$ cat src/rtl/clock_monitor.sv
// Clock monitor: measures the period and high time of an asynchronous
// divided clock against a nominal divisor, tracks lock over consecutive
// in-tolerance periods, and counts loss-of-lock events.
module clock_monitor #(
    parameter logic [27:0] EXPECTED_DIVISOR = 28'd2,
    parameter logic [27:0] TOLERANCE        = 28'd0,
    parameter int          LOCK_COUNT       = 4
) (
    input  logic        clk,
    input  logic        rst,
    input  logic        div_clk_in,
    output logic [27:0] period,
    output logic [27:0] high_time,
    output logic        period_valid,
    output logic        locked,
    output logic        fault,
    output logic [7:0]  fault_count
);

    typedef enum logic [1:0] {
        SEEK,
        ACQ,
        LOCKED
    } state_t;

    localparam logic [27:0] CNT_MAX     = 28'hFFFFFFF;
    localparam logic [28:0] TIMEOUT_LIM = {EXPECTED_DIVISOR, 1'b0};
    localparam logic [3:0]  LOCK_TARGET = 4'(LOCK_COUNT);

    state_t      state;
    logic        sync1;
    logic        sync2;
    logic        sync_dly;
    logic [27:0] cycle_cnt;
    logic [27:0] high_cnt;
    logic [3:0]  good_cnt;

    logic        rise;
    logic        timeout;
    logic [27:0] abs_err;
    logic        in_tol;

    // Edge detect, timeout and tolerance classification of the running count.
    // The count at a rise equals the rise-to-rise period just completed.
    always_comb begin
        rise    = sync2 & ~sync_dly;
        timeout = ({1'b0, cycle_cnt} >= TIMEOUT_LIM);
        if (cycle_cnt >= EXPECTED_DIVISOR) begin
            abs_err = cycle_cnt - EXPECTED_DIVISOR;
        end else begin
            abs_err = EXPECTED_DIVISOR - cycle_cnt;
        end
        in_tol = (abs_err <= TOLERANCE);
    end

    // Two-flop synchronizer followed by a delay flop for rise detection.
    always_ff @(posedge clk or posedge rst) begin
        if (rst) begin
            sync1    <= 1'b0;
            sync2    <= 1'b0;
            sync_dly <= 1'b0;
        end else begin
            sync1    <= div_clk_in;
            sync2    <= sync1;
            sync_dly <= sync2;
        end
    end

    // Saturating period and high-phase counters, restarted by every rise.
    // The rise cycle itself is high and is the first cycle of the new period.
    always_ff @(posedge clk or posedge rst) begin
        if (rst) begin
            cycle_cnt <= 28'd0;
            high_cnt  <= 28'd0;
        end else if (rise) begin
            cycle_cnt <= 28'd1;
            high_cnt  <= 28'd1;
        end else begin
            if (cycle_cnt != CNT_MAX) begin
                cycle_cnt <= cycle_cnt + 28'd1;
            end
            if (sync2 && (high_cnt != CNT_MAX)) begin
                high_cnt <= high_cnt + 28'd1;
            end
        end
    end

    // Lock tracking FSM with registered measurement, lock and fault outputs.
    // A rise always wins over a timeout in the same cycle.
    always_ff @(posedge clk or posedge rst) begin
        if (rst) begin
            state        <= SEEK;
            good_cnt     <= 4'd0;
            period       <= 28'd0;
            high_time    <= 28'd0;
            period_valid <= 1'b0;
            locked       <= 1'b0;
            fault        <= 1'b0;
            fault_count  <= 8'd0;
        end else begin
            period_valid <= 1'b0;
            fault        <= 1'b0;
            case (state)
                SEEK: begin
                    locked <= 1'b0;
                    if (rise) begin
                        state    <= ACQ;
                        good_cnt <= 4'd0;
                    end
                end
                ACQ: begin
                    if (rise) begin
                        period_valid <= 1'b1;
                        period       <= cycle_cnt;
                        high_time    <= high_cnt;
                        if (in_tol) begin
                            good_cnt <= good_cnt + 4'd1;
                            if ((good_cnt + 4'd1) == LOCK_TARGET) begin
                                state  <= LOCKED;
                                locked <= 1'b1;
                            end
                        end else begin
                            good_cnt <= 4'd0;
                        end
                    end else if (timeout) begin
                        state    <= SEEK;
                        good_cnt <= 4'd0;
                    end
                end
                LOCKED: begin
                    if (rise) begin
                        period_valid <= 1'b1;
                        period       <= cycle_cnt;
                        high_time    <= high_cnt;
                        if (!in_tol) begin
                            state    <= ACQ;
                            good_cnt <= 4'd0;
                            locked   <= 1'b0;
                            fault    <= 1'b1;
                            if (fault_count != 8'hFF) begin
                                fault_count <= fault_count + 8'd1;
                            end
                        end
                    end else if (timeout) begin
                        state    <= SEEK;
                        good_cnt <= 4'd0;
                        locked   <= 1'b0;
                        fault    <= 1'b1;
                        if (fault_count != 8'hFF) begin
                            fault_count <= fault_count + 8'd1;
                        end
                    end
                end
                default: begin
                    state    <= SEEK;
                    good_cnt <= 4'd0;
                    locked   <= 1'b0;
                end
            endcase
        end
    end

endmodule
$ cat config.mk
export PLATFORM = sky130hd
export DESIGN_NAME = clock_monitor
export DESIGN_NICKNAME = d
export VERILOG_FILES = /design/src/rtl/clock_monitor.sv
export SDC_FILE = /design/constraint.sdc
export NUM_CORES = 1
export LEC_CHECK = 0
export ABC_CLOCK_PERIOD_IN_PS = 5200
export CAP_MARGIN = 20
export CORE_MARGIN = 2
export CORE_UTILIZATION = 30
export DETAILED_ROUTE_END_ITERATION = 10
export PLACE_DENSITY = 0.57
export SETUP_SLACK_MARGIN = 0.5
export SLEW_MARGIN = 20
export SYNTH_ARGS = -nofsm -noshare
export SYNTH_HDL_FRONTEND = slang
export SYNTH_SLANG_ARGS = --single-unit
$ cat constraint.sdc
create_clock -name clk -period 5.2 [get_ports clk]
set_input_delay 1.56 -clock clk [delete_from_list [all_inputs] [get_ports clk]]
set_output_delay 1.56 -clock clk [all_outputs]
set_load 0.005 [all_outputs]
* Word level (Yosys, flattened, before mapping)
Index checks and enable logic that the tools add are counted.
** Operators by class
- $lt $le $gt $ge :: 3
- Add/sub/neg operators :: 6
- Reductions and logical operators :: 11
- Muxes and demuxes :: 37
- Eq/ne operators :: 15
- Bitwise operators :: 2
** Operators with widths (count)
- $mux W28 :: 5
- $add A28 B1 Y28 const B :: 2
- $ne A28 B28 Y1 const B :: 2
- $mux W8 :: 4
- $ge A28 B2 Y1 const B :: 1
- $ge A28 B3 Y1 const B :: 1
- $le A28 B1 Y1 const B :: 1
- $sub A2 B28 Y28 const A :: 1
- $sub A28 B2 Y28 const B :: 1
- $mux W4 :: 6
- $mux W2 :: 7
- $mux W1 :: 12
- $ne A3 B3 Y1 const B :: 4
- $pmux W4 S3 :: 1
- $ne A2 B2 Y1 const B :: 5
- $add A8 B1 Y8 const B :: 1
- $ne A8 B8 Y1 const B :: 1
- $pmux W2 S3 :: 1
- $reduce_bool A2 Y1 :: 3
- $reduce_and A5 Y1 :: 1
- $add A4 B1 Y4 const B :: 1
- $eq A4 B3 Y1 const B :: 1
- $reduce_and A2 Y1 :: 2
- $reduce_and A4 Y1 :: 1
- other kinds (9) :: 9
** Word-level totals
- Logic and storage cells :: 87
- Flip-flop bits (word level) :: 132
- Output and inout bits :: 67
- Input bits :: 3

* Longest topological paths before layout
- Depth after elaboration :: 6
- Gate-level depth with buffers :: 14
- Mapped depth without buffers :: 12

* Least setup slack after synthesis
No wires, ideal clock.
- Path kind :: register -> register
- Start point :: register cycle_cnt[1]
- End point :: register fault_count[1]
- Arrival :: 3526 ps
- Required time :: 5075 ps
- Slack :: 1549 ps
- Path buffers :: 3
- Period minus slack after synthesis :: 3651 ps
- Library setup time :: 125 ps
- Cell stages (with the launch flop) :: 14
- Cell sequence :: dfrtp_1 > or3_1 > buf_6 > nor4b_4 > nand3_2 > buf_6 > or2_4 > a221oi_2 > nand3_1 > or4b_1 > buf_2 > o211ai_4 > nor2_2 > mux2_4
** Between the ends
- Longest elaborated chain between the ends :: 5
- Elaborated cells between the ends (all ways) :: 9
- Those cells by class :: add/sub (2); order compare (3); eq/ne (1); mux (1); reduce/logical (2)
** Ends and longest elaborated chain
- start, declared :: RTL line 34 : logic [27:0] cycle_cnt;
- start signal, assigned :: RTL line 80 : cycle_cnt <= cycle_cnt + 28'd1;
- $sub A2 B28 Y28 (tied with other cells) :: RTL line 51 : abs_err = EXPECTED_DIVISOR - cycle_cnt;
- $mux W28 :: RTL line 48 : if (cycle_cnt >= EXPECTED_DIVISOR) begin
- $le A28 B1 Y1 :: RTL line 53 : in_tol = (abs_err <= TOLERANCE);
- $ne A2 B2 Y1 (no line)
- $reduce_and A3 Y1 (no line) *
- end signal, assigned :: RTL line 141 : fault_count <= fault_count + 8'd1;
- end signal, assigned :: RTL line 150 : fault_count <= fault_count + 8'd1;
- end, declared :: RTL line 17 : output logic [7:0] fault_count
Every way passes the cells marked *; elsewhere a longest branch is shown, timed or not.
A chain may end at the register's enable or synchronous reset.

* Final worst setup path
- Start point :: register cycle_cnt[3]
- End point :: register fault_count[1]
The elaborated chain is that of the path after synthesis.

==> metrics <==
max-cap violation count 0; Worst Reg2Reg Path Length in Cells 10; Max-slew headroom 36.4%; CP max FO 12; leak pwr between 0.003 and 0.004 µW; period utilization about 84%; Hold Vio Cnt, Final 0; Clock Sinks 132; Cell variety after synth 63; Syn Nets 685; status completed; Wirelength per Cell 16.9 µm; hold_ws 0.355 ns; Max rail drop VDD around 0.26 mV; Reg power frac 36.3%; Slew Viols, Final 0; Iter 0 DRT Violations between 300 and 400; worst path required time about 5.5 ns; Critical Path Start Type flip-flop; worst hold-check path type flip-flop to flip-flop; #FFs+latches synth between 100 and 150; Core Area 0.0219 mm²; mapped cell area 0.00672 mm²; largest net degree at the start of global routing 103; hpwl dp between 10 and 15 mm; hold_buf cts 0; Slew @ Worst Pin 0.946 ns; Clk pwr share 33.9%; total congestion overflow 0; Vias 5176; setup bufs post-CTS 0; synth top area cells dfrtp_1 (49%), mux2_2 (8.0%), xor2_1 (4.8%); initial antenna violation count 0; dpl ws 0.864 ns; mean area per synthesized cell roughly 10 µm²; initial core utilization 30.7%; Mapped Cells 669; most common cell in the synthesized netlist dfrtp_1; internal power 2130 µW; EDFF count, synth 0; Final nets around 750; vias in the first global route 5090; RSZ-0062 raised after global routing no; vias per inst 5.06; Total GRT Usage 14.9%; H-tree Lvls 4; io pins 70; most frequent cells after synthesis dfrtp_1 (132), nor2_1 (75), nand2_1 (53); Core Rows 54; diode count 0; IO buf count ~70; Comb pwr share around 30%; Clock Path Buffers 2; Area growth, synth to finish 22.4%; CTS tree yes; area leader, netlist dfrtp_1; layout cells sized above 1 a little over an eighth; ys flop type dfrtp_1; CTS Buf Count 17; FILL cells roughly 2200; Async SR Flop Fraction 100%; clk_lat worst skew around 0.42 ns; Clock Skew 0.0118 ns; Yosys top cell area share 49.1%; total design power 3290 µW; first-pass GRT wire length 28.0 mm; die area roughly 0.024 mm²; register area share after synthesis 49.1%; clock root buffer clkbuf_16; Crit Path Category flip-flop to flip-flop; global placer's final weighted congestion between 0.9 and 1; # resized after CTS 0; Clk pin slew, worst setup/hold paths 0.07 ns; switching power 1160 µW; Switching Share between 30% and 40%; # DRC 0; Achievable Freq 229 MHz; Die X 154 µm; Final Worst Setup Slack between 0.8 and 0.9 ns; DRT Wirelength 17.3 mm; Worst Hold Path Cells 0; minimum clock period around 4.4 ns; Initial DRT Pass Iterations 5; Die Y 154 µm; ANT nets after route 0; Worst Setup End Kind flip-flop; CP arrival 4.68 ns; pwr dens 400 mW/mm²; final setup fails 0; Synth warnings 0; TNS Setup 0 ns
power by group through the flow:
stage | combinational, µW | sequential, µW | clock (µW)
finish | 982 | 1190 | 1110
global route | 1070 | 1210 | 1200
CTS | 980 | 1190 | 1150
detailed placement | 978 | 1210 | 0
global placement | 1010 | 1210 | 0
floorplan | 676 | 1180 | 0
per-layer routing:
layer  part of all wire [%]  global-route usage [%]
met5                      0                       0
met4                    1.3                    4.19
met3                    4.0                    3.78
met2                     46                    23.2
met1                     48                    20.7
kinds of logic (layout without fill, tap and decap cells):
logic type / after synthesis / in the layout / synth area share, %
AOI/OAI and AO/OA: 87 / 87 / 8.43
xor gates and xnor gates: 56 / 56 / 7.30
adders and majority gates: 13 / 13 / 2.42
buffers and inverters: 59 / 132 / 3.63
DFF: 132 / 132 / 49.1
muxes: 51 / 51 / 8.56
and+or+nand+nor: 271 / 271 / 20.5
through the flow:
stage	instances	utilization (%)	area (µm²)
6_report	1022	37.6	8230
5_1_grt	1022	37.6	8230
4_1_cts	1022	37.6	8230
3_5_place_dp	990	35.1	7680
3_3_place_gp	990	35.1	7680
2_1_floorplan	669	-	6730
critical path: stages, from the launching register on:
cell	delay (ns)
dfrtp_1	0.52
or3_1	0.48
nor4b_4	0.64
nand3_2	0.34
o21ai_0	0.48
o311ai_0	0.17
a2bb2oi_1	0.18
or4b_1	0.71
o211ai_4	0.35
nor2_2	0.09
mux2_4	0.30
worst paths after layout:
kind	start	endpoint	slack [ns]
min in group asynchronous	rst	high_time[16]	1.58
setup reg to reg	cycle_cnt[3]	fault_count[1]	0.83
hold reg to reg	sync1	sync2	0.35
setup / recovery	cycle_cnt[3]	fault_count[1]	0.83
max in group asynchronous	rst	cycle_cnt[15]	2.65
hold / removal	sync1	sync2	0.35
cell usage in the layout (no fill, tap or decap), drive strengths merged, types with 18 or more instances in the layout:
cell	instances
o21ai	38
nor2	76
nand2	53
mux2	49
nor3	21
xnor2	19
inv	32
dfrtp	132
xor2	37
clkdlybuf4s50	69
nand3	38
clkbuf	18
registers in the layout, indices dropped and copies added (netlist names):
register / flops
cycle_cnt: 28
high_cnt: 28
high_time: 28
period: 28
fault_count: 8
good_cnt: 4
state: 2
fault: 1
locked: 1
period_valid: 1
sync1: 1
sync2: 1
sync_dly: 1
final cells by class:
class                           count  area (µm²)  area share (%)
Sequential cell                   132        3300            40.1
Timing Repair Buffer               75         748            9.09
Clock buffer                       18         429            5.22
Clock inverter                     14         115            1.40
Tap cell                          280         350            4.26
Multi-Input combinational cell    478        3190            38.7
Inverter                           25        97.6            1.19
No activity file was read; power rests on OpenSTA's default activity.
